--- src/rtl/mem_wb_pkg.sv ---
// mem_wb_pkg: shared datapath widths and load-size encodings
package mem_wb_pkg;
  localparam int DATA_W = 32;
  localparam int ADDR_W = 5;
  localparam logic [1:0] LS_BYTE = 2'b00;
  localparam logic [1:0] LS_HALF = 2'b01;
  localparam logic [1:0] LS_WORD = 2'b10;
endpackage

--- src/rtl/mem_wb_stage_load_extract.sv ---
// load_extract: little-endian byte/half/word lane select with sign or zero extension
module load_extract
  import mem_wb_pkg::*;
#(
  parameter int WIDTH = DATA_W
) (
  input  logic [WIDTH-1:0] raw_i,
  input  logic [1:0]       size_i,
  input  logic [1:0]       off_i,
  input  logic             uns_i,
  output logic [WIDTH-1:0] data_o
);
  logic [WIDTH-1:0] byte_sh, half_sh;
  logic [7:0]       b;
  logic [15:0]      h;
  always_comb begin
    byte_sh = raw_i >> {off_i, 3'b000};
    half_sh = raw_i >> {off_i[1], 4'b0000};
    b       = byte_sh[7:0];
    h       = half_sh[15:0];
    data_o  = size_i == LS_BYTE ? {{(WIDTH-8){~uns_i & b[7]}}, b} :
              size_i == LS_HALF ? {{(WIDTH-16){~uns_i & h[15]}}, h} : raw_i;
  end
endmodule

--- src/rtl/mem_wb_stage.sv ---
// mem_wb_stage: MEM/WB register driving the register-file write port, plus retire counter and sticky halt
module mem_wb_stage
  import mem_wb_pkg::*;
#(
  parameter int WIDTH     = DATA_W,
  parameter int WIDTH_ADD = ADDR_W
) (
  input  logic                 clk,
  input  logic                 reset,
  input  logic                 stall,
  input  logic                 flush,
  input  logic                 mem_valid,
  input  logic                 mem_reg_write,
  input  logic                 mem_to_reg,
  input  logic                 mem_link,
  input  logic [1:0]           mem_load_size,
  input  logic                 mem_load_unsigned,
  input  logic [1:0]           mem_byte_off,
  input  logic                 mem_halt,
  input  logic [WIDTH_ADD-1:0] mem_write_reg,
  input  logic [WIDTH-1:0]     mem_alu_result,
  input  logic [WIDTH-1:0]     mem_read_data,
  input  logic [WIDTH-1:0]     mem_return_addr,
  output logic                 write_enable,
  output logic [WIDTH_ADD-1:0] write_Reg,
  output logic [WIDTH-1:0]     write_data,
  output logic                 wb_valid,
  output logic                 halted,
  output logic [31:0]          instr_count
);
  logic [WIDTH-1:0]     load_data, data_d, data_q;
  logic                 we_d, we_q, valid_q, halted_q;
  logic [WIDTH_ADD-1:0] reg_q;
  logic [31:0]          instr_cnt_q;

  load_extract #(.WIDTH(WIDTH)) u_load_extract (
    .raw_i  (mem_read_data),
    .size_i (mem_load_size),
    .off_i  (mem_byte_off),
    .uns_i  (mem_load_unsigned),
    .data_o (load_data)
  );

  // halt never writes; register 0 writes are dropped but still retire
  always_comb begin
    data_d = mem_link ? mem_return_addr : mem_to_reg ? load_data : mem_alu_result;
    we_d   = mem_valid & mem_reg_write & ~mem_halt & (mem_write_reg != '0);
  end

  always_ff @(posedge clk or negedge reset) begin
    if (!reset) begin
      we_q        <= 1'b0;
      reg_q       <= '0;
      data_q      <= '0;
      valid_q     <= 1'b0;
      halted_q    <= 1'b0;
      instr_cnt_q <= '0;
    end else if (halted_q || flush) begin
      we_q    <= 1'b0;
      reg_q   <= '0;
      data_q  <= '0;
      valid_q <= 1'b0;
    end else if (!stall) begin
      we_q        <= we_d;
      reg_q       <= mem_write_reg;
      data_q      <= data_d;
      valid_q     <= mem_valid;
      halted_q    <= mem_valid & mem_halt;
      instr_cnt_q <= instr_cnt_q + {31'b0, mem_valid};
    end
  end

  assign write_enable = we_q;
  assign write_Reg    = reg_q;
  assign write_data   = data_q;
  assign wb_valid     = valid_q;
  assign halted       = halted_q;
  assign instr_count  = instr_cnt_q;
endmodule
--- config.mk ---
export PLATFORM = sky130hd
export DESIGN_NAME = mem_wb_stage
export DESIGN_NICKNAME = d
export VERILOG_FILES = /design/src/rtl/mem_wb_pkg.sv /design/src/rtl/mem_wb_stage_load_extract.sv /design/src/rtl/mem_wb_stage.sv
export SDC_FILE = /design/constraint.sdc
export NUM_CORES = 1
export LEC_CHECK = 0
export BUFFER_PORTS_ARGS = -buffer_cell sky130_fd_sc_hd__buf_4
export CORE_MARGIN = 8
export CORE_UTILIZATION = 48
export DETAILED_ROUTE_END_ITERATION = 8
export PLACE_DENSITY_LB_ADDON = 0.08
export SYNTH_ARGS = -nofsm -noshare
export SYNTH_HDL_FRONTEND = slang
export SYNTH_SLANG_ARGS = --single-unit
export TNS_END_PERCENT = 30
--- constraint.sdc ---
create_clock -name clk -period 2.5 [get_ports clk]
set_input_delay 0.375 -clock clk [delete_from_list [all_inputs] [get_ports clk]]
set_output_delay 0.375 -clock clk [all_outputs]
set_load 0.01 [all_outputs]
==> impl_metrics.py, run 1 <==
metrics = {
    "synth": {
        "synth_register_bits": 72,
        "syn_nets": 571,
        "syn_area_um2": 4370,
        "synth-main-ff-cell": "dfrtp_1",
        "fraction_of_synthesis_flops_using_an_asynchronous_set_or_reset_pin_pct": 100,
        "syn-instance-count": 454,
        "syn-mean-instance-area_um2": 9.62,
        "synth_warnings": 0,
        "number_of_enable_flip_flop_cells_after_synthesis": 0,
        "synth_cell_types": 48,
        "synth.yosys.seq_area_share_pct": 41.2,
    },
    "critical_path": {
        "r2r_start": "instr_count[0]",
        "cpMostUsedCell": "ha_1",
        "worstPathArrival_ns": 2.41,
        "timing.setup.critical_path_class": "reg2reg",
        "cp.buffers_inverters": 0,
        "crit_required_ns": 2.74,
        "critPathMaxStageDelay_ns": 0.55,
        "critical_path.reg2reg.endpoint": "instr_count[30]",
        "rrSetupSlack_ns": 0.34,
        "ff2ff_path_depth": 6,
        "worst_setup_path_start_kind": "flip-flop",
        "crit_path_max_fanout": 10,
        "timing.critical_path.cells": "ha_1, ha_1, or4b_1, nor2_2, nand4_1, xnor2_1",
        "timing.critical_path.slowest_stage_cell": "or4b_1",
        "cpLargestDelayFamily": "simple AND/OR/NAND/NOR gates",
        "setup.worst_path.end_class": "flip-flop",
    },
    "cells_and_area": {
        "seqCellArea_um2": 1800,
        "drive_gt1_share_pct": 38.0,
        "layout.cells.most_common_list": "buf_4 (196), dfrtp_1 (72), a22oi_1 (47)",
        "layout_commonest_cell": "buf_4",
        "antenna_cells_inserted": 0,
        "finalNonFillerCells": 742,
        "multi_input_area_um2": 2270,
        "nFillCells": 727,
        "flow.area_growth_from_synthesis_pct": 38.8,
        "finalNetCount": 743,
    },
    "floorplanning": {
        "io_pins": 187,
        "die_width_um": 111,
        "core-area_um2": 9020,
        "die_area_um2": 12400,
        "die-height_um": 111,
        "placement_rows": 35,
        "initial_utilization_pct": 48.4,
    },
    "grt": {
        "grt_first_pass_wirelength_mm": 23.8,
        "grt_max_degree": 73,
        "grt_use_total_pct": 23.3,
        "vias_in_the_first_global_route": 4718,
        "grt_antenna_before_repair": 0,
        "global_route.overflow_total": 0,
    },
    "job": {
        "maxCapViolCount": 0,
    },
    "cts": {
        "bufs_on_longest_clock_path": 2,
        "cts.htree.levels": 3,
        "path_clk_slew_ns": 0.09,
        "numCtsBuffers": 9,
        "tritoncts": "yes",
        "cts_hold_repair.buffers": 0,
        "cts_setup_buffers": 0,
        "insertion_delay_ns": 0.36,
        "cts.sink_count": 72,
        "root_buffer": "clkbuf_8",
        "post_cts_resized": 0,
    },
    "power_and_ir_drop": {
        "p_per_area_nw_per_um2": 500,
        "power.leakage_uw": 0.00292,
        "vdd_ir_drop_max_uv": 341,
    },
    "routing": {
        "post_drt_via_cell_ratio": 5.93,
        "wl_per_cell_um": 20.0,
        "drt.antenna.violating_nets": 0,
        "detailedRoute.firstIterationViolations": 349,
        "drc": 0,
        "detail_route.first_pass.iterations": 5,
        "vias": 4403,
        "wirelength_mm": 14.8,
    },
    "timing": {
        "fmax_mhz": 462,
        "finalWorstSetupSlack_ns": 0.337,
        "setup_viol_count_final": 0,
        "timing.final.crit_share_pct": 86.5,
        "period_minus_slack_ns": 2.16,
        "timing.max_slew.rel_slack_pct": 35.9,
        "max_slew.worst_pin.slew_ns": 0.954,
        "finalSetupTns_ns": 0,
        "maxSlewViolCount": 0,
        "clock-skew-final_ns": 0.0147,
        "rsz0062_at_grt": "false",
        "hold_violations_final": 0,
    },
    "outcome": {
        "status": "finished clean",
    },
    "placed_design": {
        "dp_hpwl_mm": 11.2,
        "place.gp.congestion": 0.902,
        "total_of_buffers_placed_on_input_and_output_ports": 186,
        "post-place-cells": 726,
        "dp_slack_ns": 0.224,
    },
    "hold_path": {
        "hold_path_class": "in2async",
    },
}
==> layout make-up <==
type,count,share of cell area (%)
Clock inverter,6,1.53
Clock buffer,10,2.10
Timing Repair Buffer,196,24.3
Tap cell,111,2.29
Multi-Input combinational cell,305,37.5
Inverter,42,2.60
Sequential cell,72,29.7
==> metal layers <==
layer,GRT usage (%),up-vias,routed length (µm)
li1,-,2042,-
met3,6.29,36,1230
met4,12.9,0,531
met1,28.6,2102,5960
met5,0,-,0
met2,36.2,223,7080
==> synth_stat cells, drive strengths merged (2+ instances only) <==
cell	number	area, µm²
nand4	18	113
nand3	11	55.1
xor2	4	35.0
nor2	24	92.6
o21ai	9	45.0
nor3	13	70.1
nor3b	2	15.0
inv	42	158
a22oi	47	353
clkbuf	28	105
and2	5	31.3
and3	4	25.0
or4b	2	23.8
a221o	23	243
nand2b	4	25.0
and4	2	17.5
nor4	4	31.3
a31o	2	17.5
o22ai	15	93.8
mux4	7	158
xnor2	26	228
o211ai	7	52.6
ha	2	25.0
a22o	15	131
nand2	24	90.1
a21oi	3	15.0
a2111o	7	78.8
dfrtp	72	1800
nor2b	15	93.8
buf	7	43.8
==> per-stage QoR <==
step | power (µW) | hold WS [ns] | utilization (%) | cell area, µm²
3_5_place_dp | 2000 | 0.467 | 64.8 | 5840
2_1_floorplan | 1610 | 0.0794 | - | 4370
5_1_grt | 3150 | 0.231 | 67.2 | 6060
3_3_place_gp | 1980 | 0.463 | 64.8 | 5840
6_report | 3030 | 0.163 | 67.2 | 6060
4_1_cts | 3040 | 0.195 | 67.2 | 6060
==> how the worst max path moves through the flow <==
stage,from,to,slack (ns),cells past startpoint
finish,instr_count[0],instr_count[30],0.34,6
detailed placement,mem_valid,instr_count[26],0.22,7
CTS,instr_count[0],instr_count[26],0.33,6
floorplan,instr_count[0],instr_count[12],0.45,7
global placement,mem_valid,instr_count[22],0.28,7
global route,instr_count[0],instr_count[12],0.20,6
==> worst reg2reg max path, stage by stage, from the launching register on <==
cell and delay (ns):
dfrtp_1 0.38, ha_1 0.20, ha_1 0.14, or4b_1 0.55
nor2_2 0.44, nand4_1 0.19, xnor2_1 0.16
==> sequential cells by signal, indices dropped and copies added, names as in the netlist <==
| register | count |
|---|---|
| halted | 1 |
| instr_count | 32 |
| wb_valid | 1 |
| write_Reg | 5 |
| write_data | 32 |
| write_enable | 1 |
==> power by group <==
group	internal (µW)	switching (µW)
Combinational	345	339
Sequential	1230	57.4
Clock	568	489
Total	2140	885
==> logic make-up (layout without fill, tap and decap cells) <==
kind of cell / after synthesis / after routing / share of synthesized area, %
compound gates: 132 / 132 / 24.8
simple gates: 132 / 132 / 16.3
buf+inv: 77 / 254 / 7.02
flops: 72 / 72 / 41.2
xor+xnor: 30 / 30 / 6.01
mux: 9 / 9 / 4.10
fa+ha+maj: 2 / 2 / 0.573
Note: power is estimated with default switching activity, not from simulation.
==> run 2: changes to the inputs <==
--- a/config.mk
+++ b/config.mk
@@ -7,7 +7,8 @@
 export LEC_CHECK = 0
 export BUFFER_PORTS_ARGS = -buffer_cell sky130_fd_sc_hd__buf_4
 export CORE_MARGIN = 8
-export CORE_UTILIZATION = 48
+export CORE_UTILIZATION = 50
+export CTS_BUF_LIST = sky130_fd_sc_hd__clkbuf_4
 export DETAILED_ROUTE_END_ITERATION = 8
 export PLACE_DENSITY_LB_ADDON = 0.08
 export SYNTH_ARGS = -nofsm -noshare
==> run 2 against run 1 <==
  * Utilization increased by 2.2 points
  * Flip-flop and latch count unchanged
  * Final area decreased by 1.6%
  * Combinational power about the same
  * Final cell count decreased by 0.67%
  * Global-route usage increased by 1.4 points
  * Sequential share of layout area increased by 0.47 points
  * Highest routed layer unchanged
  * Worst setup slack got worse by 0.097 ns
  * Total power decreased by 9.7%
  * First-iteration DRC count decreased by 16%
  * Fmax decreased by 4.3%
==> impl_metrics.py, run 2 (synthesized netlist as in run 1, its figures left out) <==
metrics = {
    "critical_path": {
        "cp-startpoint": "halted",
        "ff2ff_path_depth": 5,
        "crit_required_ns": 2.78,
        "crit_path_max_fanout": 19,
        "timing.setup.critical_path_class": "reg2reg",
        "worstPathArrival_ns": 2.54,
        "worst_setup_path_start_kind": "flip-flop",
        "critical_path.reg2reg.endpoint": "instr_count[31]",
        "rrSetupSlack_ns": 0.24,
        "setup.worst_path.end_class": "flip-flop",
        "crit_path_end": "instr_count[31]",
        "r2r_start": "halted",
    },
    "outcome": {
        "status": "finished clean",
    },
    "cts": {
        "tritoncts": "yes",
        "root_buffer": "clkbuf_4",
        "numCtsBuffers": 9,
        "cts_setup_buffers": 0,
        "insertion_delay_ns": 0.40,
        "cts.htree.levels": 3,
        "bufs_on_longest_clock_path": 2,
        "cts.sink_count": 72,
        "cts_hold_repair.buffers": 0,
        "post_cts_resized": 0,
        "path_clk_slew_ns": 0.13,
    },
    "cells_and_area": {
        "nFillCells": 740,
        "finalNetCount": 741,
        "final_util_pct": 69.5,
        "layout_commonest_cell": "buf_4",
        "antenna_cells_inserted": 0,
        "flow.area_growth_from_synthesis_pct": 36.6,
        "layout.cells.most_common_list": "buf_4 (194), dfrtp_1 (72), a22oi_1 (47)",
        "drive_gt1_share_pct": 38.0,
    },
    "power_and_ir_drop": {
        "report.power.total_uw": 2730,
        "p_per_area_nw_per_um2": 458,
        "vdd_ir_drop_max_uv": 295,
        "power.leakage_uw": 0.00288,
    },
    "grt": {
        "global_route.overflow_total": 0,
        "grt_max_degree": 73,
        "vias_in_the_first_global_route": 4644,
        "grt_first_pass_wirelength_mm": 23.4,
        "grt_antenna_before_repair": 0,
        "grt_use_total_pct": 24.7,
    },
    "floorplanning": {
        "die_width_um": 109,
        "io_pins": 187,
        "placement_rows": 34,
        "initial_utilization_pct": 50.8,
        "core-area_um2": 8590,
        "die_area_um2": 12000,
        "die-height_um": 109,
    },
    "timing": {
        "fmax_mhz": 443,
        "finalSetupTns_ns": 0,
        "period_minus_slack_ns": 2.26,
        "hold_violations_final": 0,
        "setup_viol_count_final": 0,
        "rsz0062_at_grt": "false",
        "clock-skew-final_ns": 0.0162,
        "maxSlewViolCount": 0,
        "timing.max_slew.rel_slack_pct": 29.5,
        "max_slew.worst_pin.slew_ns": 1.05,
        "timing.final.crit_share_pct": 90.4,
        "finalWorstSetupSlack_ns": 0.240,
    },
    "job": {
        "maxCapViolCount": 0,
    },
    "routing": {
        "vias": 4461,
        "drc": 0,
        "drt.antenna.violating_nets": 0,
        "detail_route.first_pass.iterations": 5,
        "detailedRoute.firstIterationViolations": 292,
        "wirelength_mm": 15.0,
        "wl_per_cell_um": 20.4,
        "post_drt_via_cell_ratio": 6.05,
    },
    "placed_design": {
        "dp_hpwl_mm": 11.3,
        "total_of_buffers_placed_on_input_and_output_ports": 186,
        "dp_slack_ns": 0.198,
        "place.gp.congestion": 0.897,
    },
    "hold_path": {
        "hold_path_class": "in2async",
    },
}
-- run 2: cell count changes in the layout (fill, tap and decap cells not counted), sizes merged --
| cell | delta |
|---|---|
| buf | -2 |
| clkinvlp | -1 |
| bufinv | -1 |
| clkinv | +2 |
-- run 2: critical path, cell delays in order (launching register included) --
cell     delay (ns)
dfrtp_1        0.47
or3_1          0.47
buf_4          0.25
nor3_2         0.56
nand4_1        0.22
xnor2_1        0.17
-- run 2: routing by layer --
layer	up-vias	part of all wire, %	global-route usage (%)	routed length [µm]
li1	2046	-	-	-
met1	2150	38	30.3	5770
met5	-	0	0	0
met4	0	4.1	12.4	614
met2	224	49	39.7	7350
met3	41	8.5	6.10	1280
-- run 2: report_power, final --
part,leakage (µW),switching [µW],total (µW),internal (µW)
Clock,0.0000770,441,763,322
Sequential,0.000984,57.2,1290,1230
Combinational,0.00182,339,683,344
Total,0.00288,837,2730,1900
-- run 2: worst min-delay path by stage --
| stage | start | to | depth (start not counted) |
|---|---|---|---|
| after floorplan | reset | halted | 0 |
| after global placement | instr_count[31] | instr_count[31] | 1 |
| after detailed placement | instr_count[31] | instr_count[31] | 1 |
| after CTS | reset | write_enable | 1 |
| after global routing | reset | instr_count[30] | 1 |
| final | reset | write_Reg[4] | 1 |
-- run 2: layout make-up --
class / instances / area, µm² / area share [%]
Sequential cell: 72 / 1800 / 30.2
Clock buffer: 10 / 75.1 / 1.26
Clock inverter: 6 / 68.8 / 1.15
Tap cell: 108 / 135 / 2.26
Timing Repair Buffer: 194 / 1460 / 24.4
Inverter: 42 / 158 / 2.64
Multi-Input combinational cell: 305 / 2270 / 38.1
-- run 2: metrics by stage --
stage	hold slack (ns)	area, µm²	cells
after floorplan	0.0794	4370	454
after global placement	0.467	5820	721
after detailed placement	0.480	5820	721
after CTS	0.109	5970	737
after global routing	0.157	5970	737
final	0.0805	5970	737
